## src/rtl/mult_div_unit_pkg.sv

```systemverilog
// mult_div_unit_pkg: widths, op/state encodings and helpers for the HI/LO multiply/divide unit
package mult_div_unit_pkg;
  localparam int S_DATA = 32;
  localparam int S_CNT = 6;
  localparam logic [S_CNT-1:0] CNT_LAST = S_CNT'(S_DATA - 1);
  typedef enum logic [1:0] {OP_MULT = 2'b00, OP_MULTU = 2'b01, OP_DIV = 2'b10, OP_DIVU = 2'b11} op_t;
  typedef enum logic [1:0] {IDLE = 2'b00, RUN = 2'b01, FIX = 2'b10} state_t;
  function automatic logic [S_DATA-1:0] mag(input logic [S_DATA-1:0] v, input logic sgn);
    return (sgn && v[S_DATA-1]) ? -v : v;
  endfunction
endpackage

```

## src/rtl/mult_div_unit_if.sv

```systemverilog
// mult_div_unit_if: request, MTHI/MTLO and HI/LO result bundle of the multiply/divide unit
interface mult_div_unit_if;
  import mult_div_unit_pkg::*;
  logic start;
  op_t op;
  logic [S_DATA-1:0] rs_data;
  logic [S_DATA-1:0] rt_data;
  logic hi_we;
  logic lo_we;
  logic [S_DATA-1:0] wdata;
  logic busy;
  logic done;
  logic div_by_zero;
  logic [S_DATA-1:0] hi;
  logic [S_DATA-1:0] lo;
  modport master (output start, op, rs_data, rt_data, hi_we, lo_we, wdata,
                  input busy, done, div_by_zero, hi, lo);
  modport slave (input start, op, rs_data, rt_data, hi_we, lo_we, wdata,
                 output busy, done, div_by_zero, hi, lo);
endinterface

```

## src/rtl/mult_div_unit_step.sv

```systemverilog
// mult_div_unit_step: one shift-add multiply or restoring shift-subtract divide iteration
module mult_div_unit_step
  import mult_div_unit_pkg::*;
(
  input  logic              is_div,
  input  logic [S_DATA-1:0] a,
  input  logic [S_DATA-1:0] acc,
  input  logic [S_DATA-1:0] q,
  output logic [S_DATA-1:0] acc_nx,
  output logic [S_DATA-1:0] q_nx
);
  logic [S_DATA:0] sum, rem, diff;
  assign sum = {1'b0, acc} + (q[0] ? {1'b0, a} : '0);
  assign rem = {acc, q[S_DATA-1]};
  // acc < a always holds, so rem < 2a and the top bit of diff is a clean borrow
  assign diff = rem - {1'b0, a};
  always_comb begin
    acc_nx = is_div ? (diff[S_DATA] ? rem[S_DATA-1:0] : diff[S_DATA-1:0]) : sum[S_DATA:1];
    q_nx = is_div ? {q[S_DATA-2:0], ~diff[S_DATA]} : {sum[0], q[S_DATA-1:1]};
  end
endmodule

```

## src/rtl/mult_div_unit.sv

```systemverilog
// mult_div_unit: iterative MULT/MULTU/DIV/DIVU unit holding results in HI/LO, with MTHI/MTLO
module mult_div_unit
  import mult_div_unit_pkg::*;
(
  input logic clk,
  input logic rst_n,
  mult_div_unit_if.slave bus
);
  state_t state;
  op_t op_q;
  logic [S_CNT-1:0] cnt;
  logic [S_DATA-1:0] a, acc, q, acc_nx, q_nx, rs_abs, rt_abs, quo, rem;
  logic [2*S_DATA-1:0] prod;
  logic neg_q, neg_r, sgn, is_div, dz;
  assign sgn = ~bus.op[0];
  assign rs_abs = mag(bus.rs_data, sgn);
  assign rt_abs = mag(bus.rt_data, sgn);
  assign is_div = op_q[1];
  assign dz = a == '0;
  assign prod = neg_q ? -{acc, q} : {acc, q};
  assign quo = dz ? '1 : neg_q ? -q : q;
  // with a zero divisor every step subtracts nothing, so acc ends holding |rs| and rem restores rs
  assign rem = neg_r ? -acc : acc;
  mult_div_unit_step u_step (
    .is_div(is_div),
    .a(a),
    .acc(acc),
    .q(q),
    .acc_nx(acc_nx),
    .q_nx(q_nx)
  );
  always_ff @(posedge clk or negedge rst_n)
    if (!rst_n) begin
      state <= IDLE;
      op_q <= OP_MULT;
      cnt <= '0;
      a <= '0;
      acc <= '0;
      q <= '0;
      neg_q <= 1'b0;
      neg_r <= 1'b0;
      bus.busy <= 1'b0;
      bus.done <= 1'b0;
      bus.div_by_zero <= 1'b0;
      bus.hi <= '0;
      bus.lo <= '0;
    end else begin
      bus.done <= 1'b0;
      case (state)
        IDLE:
          if (bus.start) begin
            op_q <= bus.op;
            acc <= '0;
            q <= bus.op[1] ? rs_abs : rt_abs;
            a <= bus.op[1] ? rt_abs : rs_abs;
            neg_q <= sgn & (bus.rs_data[S_DATA-1] ^ bus.rt_data[S_DATA-1]);
            neg_r <= sgn & bus.op[1] & bus.rs_data[S_DATA-1];
            cnt <= '0;
            bus.div_by_zero <= 1'b0;
            bus.busy <= 1'b1;
            state <= RUN;
          end else begin
            if (bus.hi_we) bus.hi <= bus.wdata;
            if (bus.lo_we) bus.lo <= bus.wdata;
          end
        RUN: begin
          acc <= acc_nx;
          q <= q_nx;
          cnt <= cnt + 1'b1;
          if (cnt == CNT_LAST) state <= FIX;
        end
        FIX: begin
          {bus.hi, bus.lo} <= is_div ? {rem, quo} : prod;
          bus.div_by_zero <= is_div & dz;
          bus.busy <= 1'b0;
          bus.done <= 1'b1;
          state <= IDLE;
        end
        default: state <= IDLE;
      endcase
    end
endmodule

```

## src/flat_wrapper.sv

```systemverilog
// flat-port wrapper written by rule: the top's interface ports become plain ports
module mult_div_unit_flat import mult_div_unit_pkg::*;
  (clk, rst_n, bus_start, bus_op, bus_rs_data, bus_rt_data, bus_hi_we, bus_lo_we, bus_wdata, bus_busy, bus_done, bus_div_by_zero, bus_hi, bus_lo);
  mult_div_unit_if bus_i ();
  input logic clk;
  input logic rst_n;
  input wire logic [$bits(bus_i.start)-1:0] bus_start;
  input wire logic [$bits(bus_i.op)-1:0] bus_op;
  input wire logic [$bits(bus_i.rs_data)-1:0] bus_rs_data;
  input wire logic [$bits(bus_i.rt_data)-1:0] bus_rt_data;
  input wire logic [$bits(bus_i.hi_we)-1:0] bus_hi_we;
  input wire logic [$bits(bus_i.lo_we)-1:0] bus_lo_we;
  input wire logic [$bits(bus_i.wdata)-1:0] bus_wdata;
  output wire logic [$bits(bus_i.busy)-1:0] bus_busy;
  output wire logic [$bits(bus_i.done)-1:0] bus_done;
  output wire logic [$bits(bus_i.div_by_zero)-1:0] bus_div_by_zero;
  output wire logic [$bits(bus_i.hi)-1:0] bus_hi;
  output wire logic [$bits(bus_i.lo)-1:0] bus_lo;
  assign bus_i.start = bus_start;
  assign bus_i.op = bus_op;
  assign bus_i.rs_data = bus_rs_data;
  assign bus_i.rt_data = bus_rt_data;
  assign bus_i.hi_we = bus_hi_we;
  assign bus_i.lo_we = bus_lo_we;
  assign bus_i.wdata = bus_wdata;
  assign bus_busy = bus_i.busy;
  assign bus_done = bus_i.done;
  assign bus_div_by_zero = bus_i.div_by_zero;
  assign bus_hi = bus_i.hi;
  assign bus_lo = bus_i.lo;
  mult_div_unit u_core (.clk(clk), .rst_n(rst_n), .bus(bus_i));
endmodule
```

## config.mk

```make
export PLATFORM = sky130hd
export DESIGN_NAME = mult_div_unit_flat
export DESIGN_NICKNAME = d
export VERILOG_FILES = /design/src/rtl/mult_div_unit_pkg.sv /design/src/rtl/mult_div_unit_if.sv /design/src/rtl/mult_div_unit_step.sv /design/src/rtl/mult_div_unit.sv /design/src/flat_wrapper.sv
export SDC_FILE = /design/constraint.sdc
export NUM_CORES = 1
export LEC_CHECK = 0
export CAP_MARGIN = 20
export CORE_ASPECT_RATIO = 0.7
export CORE_MARGIN = 4
export CORE_UTILIZATION = 50
export DETAILED_ROUTE_END_ITERATION = 10
export PLACE_DENSITY = 0.75
export SKIP_LAST_GASP = 1
export SLEW_MARGIN = 20
export SYNTH_ARGS = -nofsm -noshare
export SYNTH_HDL_FRONTEND = slang
export SYNTH_SLANG_ARGS = --single-unit
```

## constraint.sdc

```tcl
create_clock -name clk -period 4.4 [get_ports clk]
set_clock_uncertainty 0.05 [all_clocks]
set_input_delay 1.1 -clock clk [delete_from_list [all_inputs] [get_ports clk]]
set_output_delay 1.1 -clock clk [all_outputs]
set_load 0.1 [all_outputs]
```

# After elaboration in Yosys (flattened, before gate mapping)
# Index checks and enable logic that the tools add are counted.
dict set report totals {
  reg_bits 175
  word_cells 81
  input_bits 103
}
dict set report classes {
  n_reduce_logical 12
  muxes 33
  n_eq_ne 8
  bitwise 7
  n_addsub 8
}
# op n
set ops {}
lappend ops {{two-way mux 32 bit} 17}
lappend ops {{one-hot mux 32 bit (2 select lines)} 4}
lappend ops {{two-way mux 64 bit} 2}
lappend ops {{negation 32 bit} 4}
lappend ops {{negation 64 bit} 1}
lappend ops {{adder 32 x 33 -> 33 bit} 1}
lappend ops {{subtractor 33 x 32 -> 33 bit} 1}
lappend ops {{logical NOT 32 bit} 1}
lappend ops {{one-hot mux 6 bit (2 select lines)} 1}
lappend ops {{!= test 2 bit, second input constant} 4}
lappend ops {{AND reduction 2 bit} 4}
lappend ops {{adder 6 x 1 -> 6 bit, second input constant} 1}
lappend ops {{equality test 6 x 5 -> 1 bit, second input constant} 1}
lappend ops {{two-way mux 6 bit} 1}
lappend ops {{AND reduction 3 bit} 2}
lappend ops {{bitwise AND 1 bit} 4}
lappend ops {{two-way mux 2 bit} 2}
lappend ops {{one-hot mux 1 bit (2 select lines)} 2}
lappend ops {{one-hot mux 2 bit (2 select lines)} 1}
lappend ops {{nonzero test 2 bit} 2}
lappend ops {{two-way mux 1 bit} 3}
lappend ops {{equality test 2 x 1 -> 1 bit, second input constant} 1}
lappend ops {{equality test 2 bit, second input constant} 1}
lappend ops {{logical AND 1 bit} 2}
lappend ops {{other kinds (4)} 5}

# Longest topological paths before layout
# Gate-level depths: netlist of the first run.
dict set report logic_depth {
  depth_word 6
  mapped_depth 14
  ltp_nobuf 13
}

# Hierarchy
# From an unflattened synthesis of the first run, not the netlist that was laid out.
dict set report hier_totals {
  cells_unflattened 1888
  area_unflattened_um2 15670.0
}
# module instances cells_each area_each_um2 seq_area_each_um2
set by_module_without_submodules {}
lappend by_module_without_submodules {mult_div_unit 1 1206 10924.2 4354.2}
lappend by_module_without_submodules {mult_div_unit_step 1 682 4745.8 0.0}

# Least setup slack after synthesis of the first run
# Ideal clock, no wire load.
dict set report synth_timing {
  path_kind {input -> register}
  startpoint {input port bus_rt_data[6]}
  endpoint {register u_core.q[29]}
  path_slack_ps 935
  t_arrival_ps 3278
  cell_stages 9
  required_time_ps 4213
  setup_ps 137
  path_cell_list {or4_1 -> nor4b_1 -> and3_1 -> and3_1 -> a21oi_1 -> xnor2_1 -> nand2_1 -> a221oi_1 -> a21oi_1}
}
dict set report synth_via {
  elab_chain_cells 5
}
# item line
set synth_rtl {}
lappend synth_rtl {{start: declaration} flat_wrapper.sv:10} ;# input wire logic [$bits(bus_i.rt_data)-1:0] bus_rt_data;
lappend synth_rtl {{negation 32 bit} mult_div_unit_pkg.sv:9} ;# return (sgn && v[S_DATA-1]) ? -v : v;
lappend synth_rtl {{two-way mux 32 bit} mult_div_unit_pkg.sv:9}
lappend synth_rtl {{two-way mux 32 bit} mult_div_unit.sv:54} ;# q <= bus.op[1] ? rs_abs : rt_abs;
lappend synth_rtl {{two-way mux 32 bit} mult_div_unit.sv:51} ;# if (bus.start) begin
lappend synth_rtl {{one-hot mux 32 bit (2 select lines)} mult_div_unit.sv:49} ;# case (state)
lappend synth_rtl {{end signal: assignment} mult_div_unit.sv:54}
lappend synth_rtl {{end signal: assignment} mult_div_unit.sv:68} ;# q <= q_nx;
lappend synth_rtl {{end: declaration} mult_div_unit.sv:12} ;# logic [S_DATA-1:0] a, acc, q, acc_nx, q_nx, rs_abs, rt_abs, quo, rem;
# Every way passes these cells. The select of a mux whose other input is x is not followed.
# A chain may end at the register's enable or synchronous reset.

# Worst setup path after layout of the first run
dict set report layout_timing {
  startpoint {register u_core.q[31]}
  endpoint {register u_core.acc[5]}
}
dict set report layout_via {
  elab_chain_cells 4
}
# item line
set layout_rtl {}
lappend layout_rtl {{subtractor 33 x 32 -> 33 bit} mult_div_unit_step.sv:16} ;# assign diff = rem - {1'b0, a};
lappend layout_rtl {{two-way mux 32 bit (2 in a row)} mult_div_unit_step.sv:18} ;# acc_nx = is_div ? (diff[S_DATA] ? rem[S_DATA-1:0] : diff[S_DATA-1:0]) : sum[S_DATA:1];
lappend layout_rtl {{one-hot mux 32 bit (2 select lines)} mult_div_unit.sv:49}
lappend layout_rtl {{end signal: assignment} mult_div_unit.sv:67} ;# acc <= acc_nx;
lappend layout_rtl {{end: declaration} mult_div_unit.sv:12}
# Every way passes these cells.

==> summary.md, run 1 <==
| Metric | Value |
|---|---|
| Initial antenna violation count | `1` |
| Final core utilization | `around 60%` |
| Post-synthesis async set-or-reset flop share | `100.0%` |
| Pre-CTS setup slack | `roughly 0.37 ns` |
| Cell taking the most area after synthesis | `dfrtp_1` |
| # Post-CTS Setup Buffers | `0` |
| Layout cells sized above 1 | `roughly 5.7%` |
| Number of flops mapped to enable cells by yosys | `0` |
| Startpoint Class | `register` |
| Syn. warnings | `0` |
| TritonRoute pass-1 iters | `6` |
| Internal power | `roughly 6.3 mW` |
| Hold Slack | `about 0.43 ns` |
| Simple-gate share of the synthesized area | `18.76%` |
| Detail Route Antenna Nets | `0` |
| Clock Power Share | `a little under an eighth` |
| Count of cell types in the netlist | `70` |
| Critical path data required time | `about 4.7 ns` |
| Syn nets | `~2100` |
| Main combinational cell family by area after synthesis | `compound AO/OA/AOI/OAI gates` |
| Max_cap viols | `0` |
| Setup TNS | `0 ns` |
| Worst path most repeated cell | `o21ai_0` |
| Syn Inst Count | `1962` |
| Height of the die | `around 150 µm` |
| Avg WL per Cell | `between 20 and 25 µm` |
| Synth area leaders | `dfrtp_1 (29%), o21ai_0 (6.4%), a21oi_1 (6.3%)` |
| Fin cells | `roughly 2500` |
| Cell Count Post-Placement | `approximately 2500` |
| Crit. End Element | `register` |
| Mean Syn Cell Area | `roughly 7.8 µm²` |
| Seq/Total Area, Yosys | `about 29%` |
| Seq pwr share | `roughly 22%` |
| I/O pins | `170` |
| Post-synthesis adder-cell area fraction | `a little under 6%` |
| Power density cells | `roughly 760 nW/µm²` |
| CP max stage cell | `o311ai_4` |
| Global Route Usage Sum | `between 30% and 40%` |
| Top delay family on crit path | `compound AO/OA/AOI/OAI gates` |
| Net Sw Frac | `between 50 and 60%` |
| DRC Markers | `0` |
| GRT overflow | `0` |
| Setup violators final | `0` |
| CTS buffer count | `17` |
| Min-delay worst type | `register to register` |
| Sw power | `7.450 mW` |
| Layout fillers | `roughly 2600` |
| Htree depth | `4` |
| Initial Util | `50.71%` |
| Routed Wire Length | `56460 µm` |
| Clock buffer depth | `2` |
| DR iter-0 viols | `1924` |
| Fin crit period | `between 3 and 4 ns` |
| Die width | `about 220 µm` |
| Layout overhead on the synthesized area | `19.13%` |
| CTS sink count | `~170` |
| Most common cell after layout, fill and taps aside | `nand2_1` |
| Final Max Tran Viols | `0` |
| Yosys reg bits | `between 150 and 200` |
| Detailed Place HPWL | `~45000 µm` |
| Post-CTS sizing | `0` |
| Slew headroom | `between 30% and 40%` |
| Ys flop type | `dfrtp_1` |
| Critical-path cell list | `inv_1 > ha_1 > fa_1 > nor2b_1 > o2111ai_1 > a31oi_1 > o21ai_0 > nand2_1 > o311ai_4 > buf_12 > o21ai_0 > a221o_1` |
| RSZ-0062 raised after global routing | `false` |
| PnR worst setup slack | `between 0.5 and 0.6 ns` |
| Worst Path Buf+Inv | `2` |
| Site row count | `53` |
| Status | `finished, final reports clean` |
| Reg clk slew, reported paths | `0.08 ns` |
| Xor/xnor share of the synthesized area | `about a tenth` |
| Vias in the first global route | `around 14000` |
| CTS root buf | `clkbuf_16` |
| Die area | `about 33000 µm²` |
| Layout Nets | `2265` |
| Mapped Area | `approximately 15000 µm²` |
| Cts hold-fix bufs | `0` |
| Max Clock Freq | `about 260 MHz` |
| Largest net degree at the start of global routing | `between 70 and 80` |
| Arr. time, crit path | `4.13 ns` |
| Crit path max fanout | `32` |
| Post-DR vias/cell | `around 6.3` |
| Critical path class | `register to register` |
| CTS tree | `yes` |
| Final GP Congestion | `0.9827` |
| Period utilization | `around 87%` |
| I/O Buffers | `between 150 and 200` |
| Most frequent cells in the layout | `nand2_1 (199), o21ai_0 (195), a21oi_1 (191)` |
| P_leak | `7.493 nW` |
| Clk Latency, worst-skew pair | `roughly 0.45 ns` |
| Maximum VDD drop | `0.3886 mV` |
| Global-route wire length before repair | `between 80000 and 90000 µm` |
| Power share of the combinational group | `~66%` |
| Share of the synthesized area in the top cell type | `28.59%` |
| Vias | `between 15000 and 20000` |
| Max stage delay on crit path | `0.72 ns` |
| Synth Area in Compound Gates | `a little over a quarter` |
| Final hold vios | `0` |
| Measured slew at the worst slew-check pin | `~1.0 ns` |
| Multiplexer share of the synthesized area | `approximately 5.0%` |
| Core area | `about 30000 µm²` |
flip-flops by register name, indices dropped and copies added, names as in the netlist, 2 cells and up:
| signal | count |
|---|---|
| u_core.a | 32 |
| u_core.acc | 32 |
| u_core.bus.hi | 32 |
| u_core.bus.lo | 32 |
| u_core.q | 32 |
| u_core.cnt | 6 |
| u_core.state | 2 |
synth_stat cells, drive strengths merged (19+ instances only):
cell type / n
nand2b: 20
nor4: 27
nand2: 200
o21ai: 201
inv: 72
nor3: 34
o31ai: 20
nand3: 34
dfrtp: 174
clkbuf: 107
xnor2: 93
nor2b: 29
xor2: 75
a21o: 33
mux2i: 71
nor2: 170
a21oi: 191
a22oi: 19
a211oi: 54
ha: 69
a31oi: 25
o211ai: 31
or3: 24
per-stage QoR:
step	total power, mW	cell area, µm²
2_1_floorplan	9.044	15230
3_3_place_gp	11.75	17560
3_5_place_dp	11.84	17560
4_1_cts	13.43	18140
5_1_grt	14.51	18140
6_report	13.72	18150
logic make-up after synthesis:
family | count (synthesis)
buffers and inverters | 194
flip-flops | 174
multiplexers | 75
XOR/XNOR | 168
AND/OR/NAND/NOR | 605
AO/OA/AOI/OAI | 675
adder cells (fa/ha/maj) | 71
routing by layer:
metal / part of all wire, % / up-vias / global-route usage (%) / wire [µm]
li1: - / 7407 / - / -
met1: 47 / 7491 / 50.68 / 26500
met2: 38 / 916 / 43.16 / 21520
met3: 12 / 90 / 9.976 / 6948
met4: 2.6 / 0 / 8.772 / 1493
met5: 0 / - / 0 / 0
worst paths after layout:
| path | from | endpoint | slack, ns | depth (start not counted) |
|---|---|---|---|---|
| worst max-delay path | u_core.q[31]$_DFFE_PN0P_ | u_core.acc[5]$_DFFE_PN0P_ | 0.56 | 12 |
| worst min-delay path | u_core.bus.lo[20]$_DFFE_PN0P_ | u_core.bus.lo[20]$_DFFE_PN0P_ | 0.43 | 2 |
| worst max register to register | u_core.q[31]$_DFFE_PN0P_ | u_core.acc[5]$_DFFE_PN0P_ | 0.56 | 12 |
| worst min register to register | u_core.bus.lo[20]$_DFFE_PN0P_ | u_core.bus.lo[20]$_DFFE_PN0P_ | 0.43 | 2 |
| max in group asynchronous | rst_n | u_core.bus.lo[29]$_DFFE_PN0P_ | 2.74 | 2 |
| min in group asynchronous | rst_n | u_core.bus.hi[17]$_DFFE_PN0P_ | 0.62 | 1 |
power by group through the flow:
stage | logic [mW] | registers, mW | clock network [mW]
floorplan | 5.33 | 3.71 | 0
global placement | 8.75 | 2.99 | 0
detailed placement | 8.82 | 3.02 | 0
CTS | 8.88 | 2.99 | 1.56
global route | 9.78 | 3.11 | 1.63
finish | 9.11 | 3.06 | 1.56
area by class of cell:
cell class | instances | area (µm²) | share of cell area (%)
multi-input cells | 1594 | 10180 | 56.10
clock inverters | 13 | 151.4 | 0.8343
well taps | 412 | 515.5 | 2.841
clock buffers | 19 | 432.9 | 2.386
repair buffers | 232 | 2236 | 12.32
flip-flops and latches | 174 | 4355 | 24.00
inverters | 72 | 270.3 | 1.489
diodes | 2 | 5.005 | 0.02758
worst min-delay path: stages (launching register included):
cell and delay [ns]:
dfrtp_1 0.34, nand2_1 0.04, o21ai_0 0.06
Power figures use the tool's default switching activity.
==> run 2, diff against run 1 <==
==> constraint.sdc (replaced) <==
create_clock -name clk -period 4.8 [get_ports clk]
set_clock_uncertainty 0.05 [all_clocks]
set_input_delay 1.2 -clock clk [delete_from_list [all_inputs] [get_ports clk]]
set_output_delay 1.2 -clock clk [all_outputs]
set_load 0.05 [all_outputs]
==> run 2 against run 1 <==
Highest routed layer unchanged. Clock power fell by 6%. Sequential share of layout area rose by 0.21 points. Largest power group unchanged. Fmax fell by 6.0%. Largest cell class unchanged. Global-route usage fell by 0.18 points.
==> summary.md, run 2 (synthesized netlist as in run 1, its figures left out) <==
| Metric | Value |
|---|---|
| Max_cap viols | `0 (unchanged)` |
| Min-delay worst type | `register to register` |
| Global Route Usage Sum | `32.47% (-0.18 points)` |
| Placed cell area | `17350 µm² (-1.2%)` |
| Height of the die | `154.0 µm (unchanged)` |
| Cts hold-fix bufs | `0 (unchanged)` |
| Maximum VDD drop | `0.3318 mV (-15%)` |
| Fin cells | `2496 (-0.87%)` |
| Die area | `33370 µm² (unchanged)` |
| Worst flop-to-flop path endpoint | `u_core.acc[5]$_DFFE_PN0P_` |
| Initial Util | `50.71% (unchanged)` |
| Post-DR vias/cell | `6.286 (-0.47%)` |
| I/O Buffers | `169 (unchanged)` |
| DRC Markers | `0 (unchanged)` |
| CTS buffer count | `17 (unchanged)` |
| HP Start | `u_core.bus.lo[25]$_DFFE_PN0P_` |
| Most common cell after layout, fill and taps aside | `nand2_1` |
| CTS root buf | `clkbuf_16` |
| Period utilization | `85.09% (-2.2 points)` |
| Worst r2r src | `u_core.q[31]$_DFFE_PN0P_` |
| Vias | `15691 (-1.3%)` |
| Initial antenna violation count | `0 (-1)` |
| GRT overflow | `0 (unchanged)` |
| Setup violators final | `0 (unchanged)` |
| Layout cells sized above 1 | `4.894% (-0.81 points)` |
| I/O pins | `170 (unchanged)` |
| Met2 Track Usage GR | `42.77% (-0.39 points)` |
| Vias in the first global route | `14069 (-1.3%)` |
| Status | `finished, final reports clean` |
| Arr. time, crit path | `4.36 ns (+0.23 ns)` |
| Critical path data required time | `5.08 ns (+0.39 ns)` |
| Site row count | `53 (unchanged)` |
| TritonRoute pass-1 iters | `5 (-1)` |
| Post-CTS sizing | `0 (unchanged)` |
| Worst r2r path cells | `14 (+2)` |
| R2R Setup Slk | `0.72 ns (+0.15 ns)` |
| CTS tree | `yes` |
| Crit path max fanout | `29 (-9.4%)` |
| Met3 Use GR | `9.779% (-0.20 points)` |
| Largest net degree at the start of global routing | `105 (+33%)` |
| Critical path class | `register to register` |
| RSZ-0062 raised after global routing | `false` |
| Fin crit period | `4.084 ns (+0.2452 ns)` |
| Measured slew at the worst slew-check pin | `1.028 ns (-0.01501 ns)` |
| Global-route wire length before repair | `84960 µm (-0.39%)` |
| Power density cells | `661.0 nW/µm² (-13%)` |
| GRT met1 Usage | `51.22% (+0.54 points)` |
| Reg clk slew, reported paths | `0.07 ns (about the same)` |
| Crit. End Element | `register` |
| Finished Cell Area | `17990 µm² (-0.86%)` |
| DR iter-0 viols | `2123 (+10%)` |
| Htree depth | `4 (unchanged)` |
| Most frequent cells in the layout | `nand2_1 (199), o21ai_0 (195), a21oi_1 (191)` |
| Worst hold endpoint | `u_core.bus.lo[25]$_DFFE_PN0P_` |
| Max Clock Freq | `244.8 MHz (-6.0%)` |
| Avg WL per Cell | `22.45 µm (+0.12%)` |
| Slew headroom | `31.38% (+1.1 points)` |
| Startpoint Class | `register` |
| Clk Latency, worst-skew pair | `0.44 ns (about the same)` |
| Final GP Congestion | `0.9812 (-0.15%)` |
| CTS sink count | `174 (unchanged)` |
| Min-Delay Path Depth | `2 (unchanged)` |
| Antenna Cells | `0 (-2)` |
| Setup TNS | `0 ns (unchanged)` |
| Final hold vios | `0 (unchanged)` |
| Core area | `30040 µm² (unchanged)` |
| Die width | `216.6 µm (unchanged)` |
| # Post-CTS Setup Buffers | `0 (unchanged)` |
| Clock buffer depth | `2 (unchanged)` |
| Detail Route Antenna Nets | `0 (unchanged)` |
| Cell Count Post-Placement | `2463 (-0.85%)` |
| Grt peak-use layer | `met1` |
| P_leak | `7.395 nW (-1.3%)` |
| Layout overhead on the synthesized area | `18.10%` |
| Layout Nets | `2245 (-0.88%)` |
| Detailed Place HPWL | `44440 µm (-0.64%)` |
| Routed Wire Length | `56030 µm (-0.75%)` |
| Final Max Tran Viols | `0 (unchanged)` |
[run 2: report_power, final]
group | total (mW) | internal (mW) | switching, mW
clock network | 1.46 | 0.753 | 0.706
logic | 7.56 | 2.91 | 4.64
registers | 2.88 | 1.98 | 0.892
total | 11.9 | 5.65 | 6.24
[run 2: area by class of cell]
class                      count  area, µm²
tap                          412      515.5
fill                        2729      12050
clock inverter                15      187.7
sequential                   174       4355
timing repair buffer         212       2056
clock buffer                  17      425.4
inverter                      72      270.3
multi-input combinational   1594      10180
[run 2: worst max path at each step]
stage / from / endpoint / slack [ns]
6_report: u_core.q[31]$_DFFE_PN0P_ / u_core.acc[5]$_DFFE_PN0P_ / 0.72
5_1_grt: u_core.q[31]$_DFFE_PN0P_ / u_core.acc[5]$_DFFE_PN0P_ / 0.56
4_1_cts: u_core.q[31]$_DFFE_PN0P_ / u_core.acc[5]$_DFFE_PN0P_ / 0.82
3_5_place_dp: bus_rt_data[5] / u_core.q[24]$_DFFE_PN0P_ / 0.53
3_3_place_gp: bus_rt_data[5] / u_core.q[24]$_DFFE_PN0P_ / 0.56
2_1_floorplan: bus_rt_data[6] / u_core.q[29]$_DFFE_PN0P_ / 1.24
[run 2: layer usage]
metal	share of wire, %	wire, µm	up-vias
met4	2.2	1246	0
met3	13	7413	70
li1	-	-	7370
met5	0	0	-
met1	47	26080	7331
met2	38	21300	920
[run 2: worst max-delay path: stages (launching register included)]
cell and delay, ns:
dfrtp_1 0.47, inv_1 0.17, ha_1 0.21, fa_1 0.20
nor2b_1 0.08, o2111ai_1 0.40, a31oi_1 0.15, buf_4 0.19
o21ai_0 0.25, nand2_1 0.17, o311ai_4 0.37, buf_4 0.34
buf_4 0.39, o21ai_0 0.22, a221o_1 0.32
[run 2: stage by stage]
stage	utilization [%]	total power [mW]	hold slack [ns]	setup slack, ns
finish	59.89	11.89	0.4329	0.7157
global route	59.89	12.63	0.4523	0.5558
CTS	59.79	11.66	0.4363	0.8174
detailed placement	57.75	10.18	0.4156	0.5255
global placement	57.75	10.09	0.4107	0.5630
floorplan	-	7.801	0.3998	1.235
==> run 3, diff against run 2 <==
--- a/config.mk
+++ b/config.mk
@@ -8,9 +8,10 @@
 export CAP_MARGIN = 20
 export CORE_ASPECT_RATIO = 0.7
 export CORE_MARGIN = 4
-export CORE_UTILIZATION = 50
+export CORE_UTILIZATION = 63
 export DETAILED_ROUTE_END_ITERATION = 10
-export PLACE_DENSITY = 0.75
+export PLACE_DENSITY = 0.91
+export SKIP_CTS_REPAIR_TIMING = 1
 export SKIP_LAST_GASP = 1
 export SLEW_MARGIN = 20
 export SYNTH_ARGS = -nofsm -noshare
==> run 3 against run 2 <==
Count of clock-buffer cells in the layout is the same. Global-route usage grew 7.9 points. Sequential share of layout area grew 0.29 points. Worst setup slack lost 0.0090 ns. Die area shrank 20%. Critical path depth shrank 3. Critical endpoint unchanged.
==> summary.md, run 3 (synthesized netlist as in run 1, its figures left out) <==
| Metric | Value |
|---|---|
| Avg WL per Cell | `23.69 µm (+5.5%)` |
| Antenna Cells | `0 (unchanged)` |
| Min-delay worst type | `register to register` |
| Reg clk slew, reported paths | `0.08 ns (about the same)` |
| DR iter-0 viols | `2218 (+4.5%)` |
| Startpoint Class | `register` |
| Fin crit period | `4.093 ns (+0.008990 ns)` |
| Slew headroom | `25.56% (-5.8 points)` |
| HP Start | `u_core.bus.lo[5]$_DFFE_PN0P_` |
| Most common cell after layout, fill and taps aside | `nand2_1` |
| Period utilization | `85.28% (+0.19 points)` |
| Detailed Place HPWL | `43790 µm (-1.5%)` |
| GRT overflow | `0 (unchanged)` |
| Setup violators final | `0 (unchanged)` |
| Finished Cell Area | `17780 µm² (-1.2%)` |
| I/O Buffers | `169 (unchanged)` |
| CTS tree | `yes` |
| TritonRoute pass-1 iters | `6 (+1)` |
| Height of the die | `138.1 µm (-10%)` |
| Vias in the first global route | `15210 (+8.1%)` |
| Site row count | `47 (-11%)` |
| DRC Markers | `0 (unchanged)` |
| Core area | `23700 µm² (-21%)` |
| Final GP Congestion | `1.019 (+3.8%)` |
| Post-DR vias/cell | `6.917 (+10%)` |
| CTS sink count | `174 (unchanged)` |
| Status | `finished, final reports clean` |
| Die area | `26770 µm² (-20%)` |
| Power density cells | `675.8 nW/µm² (+2.2%)` |
| R2R Setup Slk | `0.71 ns (about the same)` |
| RSZ-0062 raised after global routing | `false` |
| Final Max Tran Viols | `0 (unchanged)` |
| Worst flop-to-flop path endpoint | `u_core.acc[5]$_DFFE_PN0P_` |
| Measured slew at the worst slew-check pin | `1.112 ns (+0.08424 ns)` |
| Global Route Usage Sum | `40.36% (+7.9 points)` |
| Vias | `16586 (+5.7%)` |
| Layout overhead on the synthesized area | `16.70%` |
| Htree depth | `4 (unchanged)` |
| CTS buffer count | `17 (unchanged)` |
| CTS root buf | `clkbuf_16` |
| Hold Slack | `0.4314 ns (-0.001556 ns)` |
| Critical path data required time | `5.09 ns (about the same)` |
| Crit path max fanout | `24 (-17%)` |
| Most frequent cells in the layout | `nand2_1 (199), o21ai_0 (195), a21oi_1 (191)` |
| Critical path class | `register to register` |
| Largest net degree at the start of global routing | `98 (-6.7%)` |
| P_leak | `7.352 nW (-0.58%)` |
| Clock buffer depth | `2 (unchanged)` |
| Global-route wire length before repair | `87020 µm (+2.4%)` |
| Layout Nets | `2241 (-0.18%)` |
| Placed cell area | `17200 µm² (-0.88%)` |
| Detail Route Antenna Nets | `0 (unchanged)` |
| Max Clock Freq | `244.3 MHz (-0.22%)` |
| Worst r2r src | `u_core.acc[1]$_DFFE_PN0P_` |
| Min-Delay Path Depth | `2 (unchanged)` |
| Fin cells | `2398 (-3.9%)` |
| Initial Util | `64.27% (+14 points)` |
| Setup TNS | `0 ns (unchanged)` |
| Routed Wire Length | `56820 µm (+1.4%)` |
| Layout cells sized above 1 | `4.712% (-0.18 points)` |
| Crit. End Element | `register` |
| Cell Count Post-Placement | `2366 (-3.9%)` |
| Max_cap viols | `0 (unchanged)` |
| Maximum VDD drop | `0.4385 mV (+32%)` |
| Final core utilization | `75.01% (+15 points)` |
| Clk Latency, worst-skew pair | `0.46 ns (+0.02 ns)` |
| Arr. time, crit path | `4.38 ns (+0.02 ns)` |
| I/O pins | `170 (unchanged)` |
| Final hold vios | `0 (unchanged)` |
| Initial antenna violation count | `0 (unchanged)` |
| Worst r2r path cells | `11 (-3)` |
| Die width | `193.9 µm (-11%)` |
| Worst hold endpoint | `u_core.bus.lo[5]$_DFFE_PN0P_` |
-- run 3: changes by cell type in the layout (fill, tap and decap cells not counted), sizes merged --
cell / before / now
clkinv: 5 / 6
bufinv: 1 / 0
buf: 45 / 41
-- run 3: how the worst max path moves through the flow --
stage,startpoint,end,slack (ns)
after CTS,u_core.acc[1]$_DFFE_PN0P_,u_core.acc[5]$_DFFE_PN0P_,0.84
final,u_core.acc[1]$_DFFE_PN0P_,u_core.acc[5]$_DFFE_PN0P_,0.71
after floorplan,bus_rt_data[6],u_core.q[29]$_DFFE_PN0P_,1.24
after detailed placement,bus_rt_data[5],u_core.q[24]$_DFFE_PN0P_,0.48
after global placement,bus_rt_data[5],u_core.q[24]$_DFFE_PN0P_,0.60
after global routing,u_core.acc[1]$_DFFE_PN0P_,u_core.acc[7]$_DFFE_PN0P_,0.49
-- run 3: final cells by class --
type	count	area [µm²]
multi-input combinational	1594	10180
fill	1740	5923
sequential	174	4355
timing repair buffer	208	1993
clock buffer	17	425.4
tap	318	397.9
inverter	72	270.3
clock inverter	15	148.9
-- run 3: metal layers --
| layer | routed length (µm) | vias up | part of all wire (%) | track usage, % |
|---|---|---|---|---|
| li1 | - | 7356 | - | - |
| met5 | 0 | - | 0 | 0 |
| met1 | 22760 | 7635 | 40 | 59.11 |
| met3 | 9621 | 192 | 17 | 14.11 |
| met4 | 2182 | 0 | 3.8 | 12.68 |
| met2 | 22250 | 1403 | 39 | 56.16 |
-- run 3: critical path, cell delays in order, from the launching register on --
cell and delay (ns):
dfrtp_1 0.51, ha_1 0.40, nor2b_1 0.19, o2111ai_1 0.36
a31oi_1 0.31, o21ai_0 0.30, nand2_1 0.15, o311ai_4 0.55
buf_4 0.36, buf_4 0.35, o21ai_0 0.14, a221o_1 0.31
-- run 3: metrics by stage --
stage	total power, mW	worst slack (ns)
after detailed placement	10.19	0.4776
after global routing	12.61	0.4897
after global placement	10.02	0.6007
after CTS	11.61	0.8365
after floorplan	7.801	1.235
final	12.01	0.7067
-- run 3: power by group --
part | internal [mW] | switching [mW]
sequential | 1.98 | 0.894
clock | 0.692 | 0.708
combinational | 2.92 | 4.82
total | 5.59 | 6.42
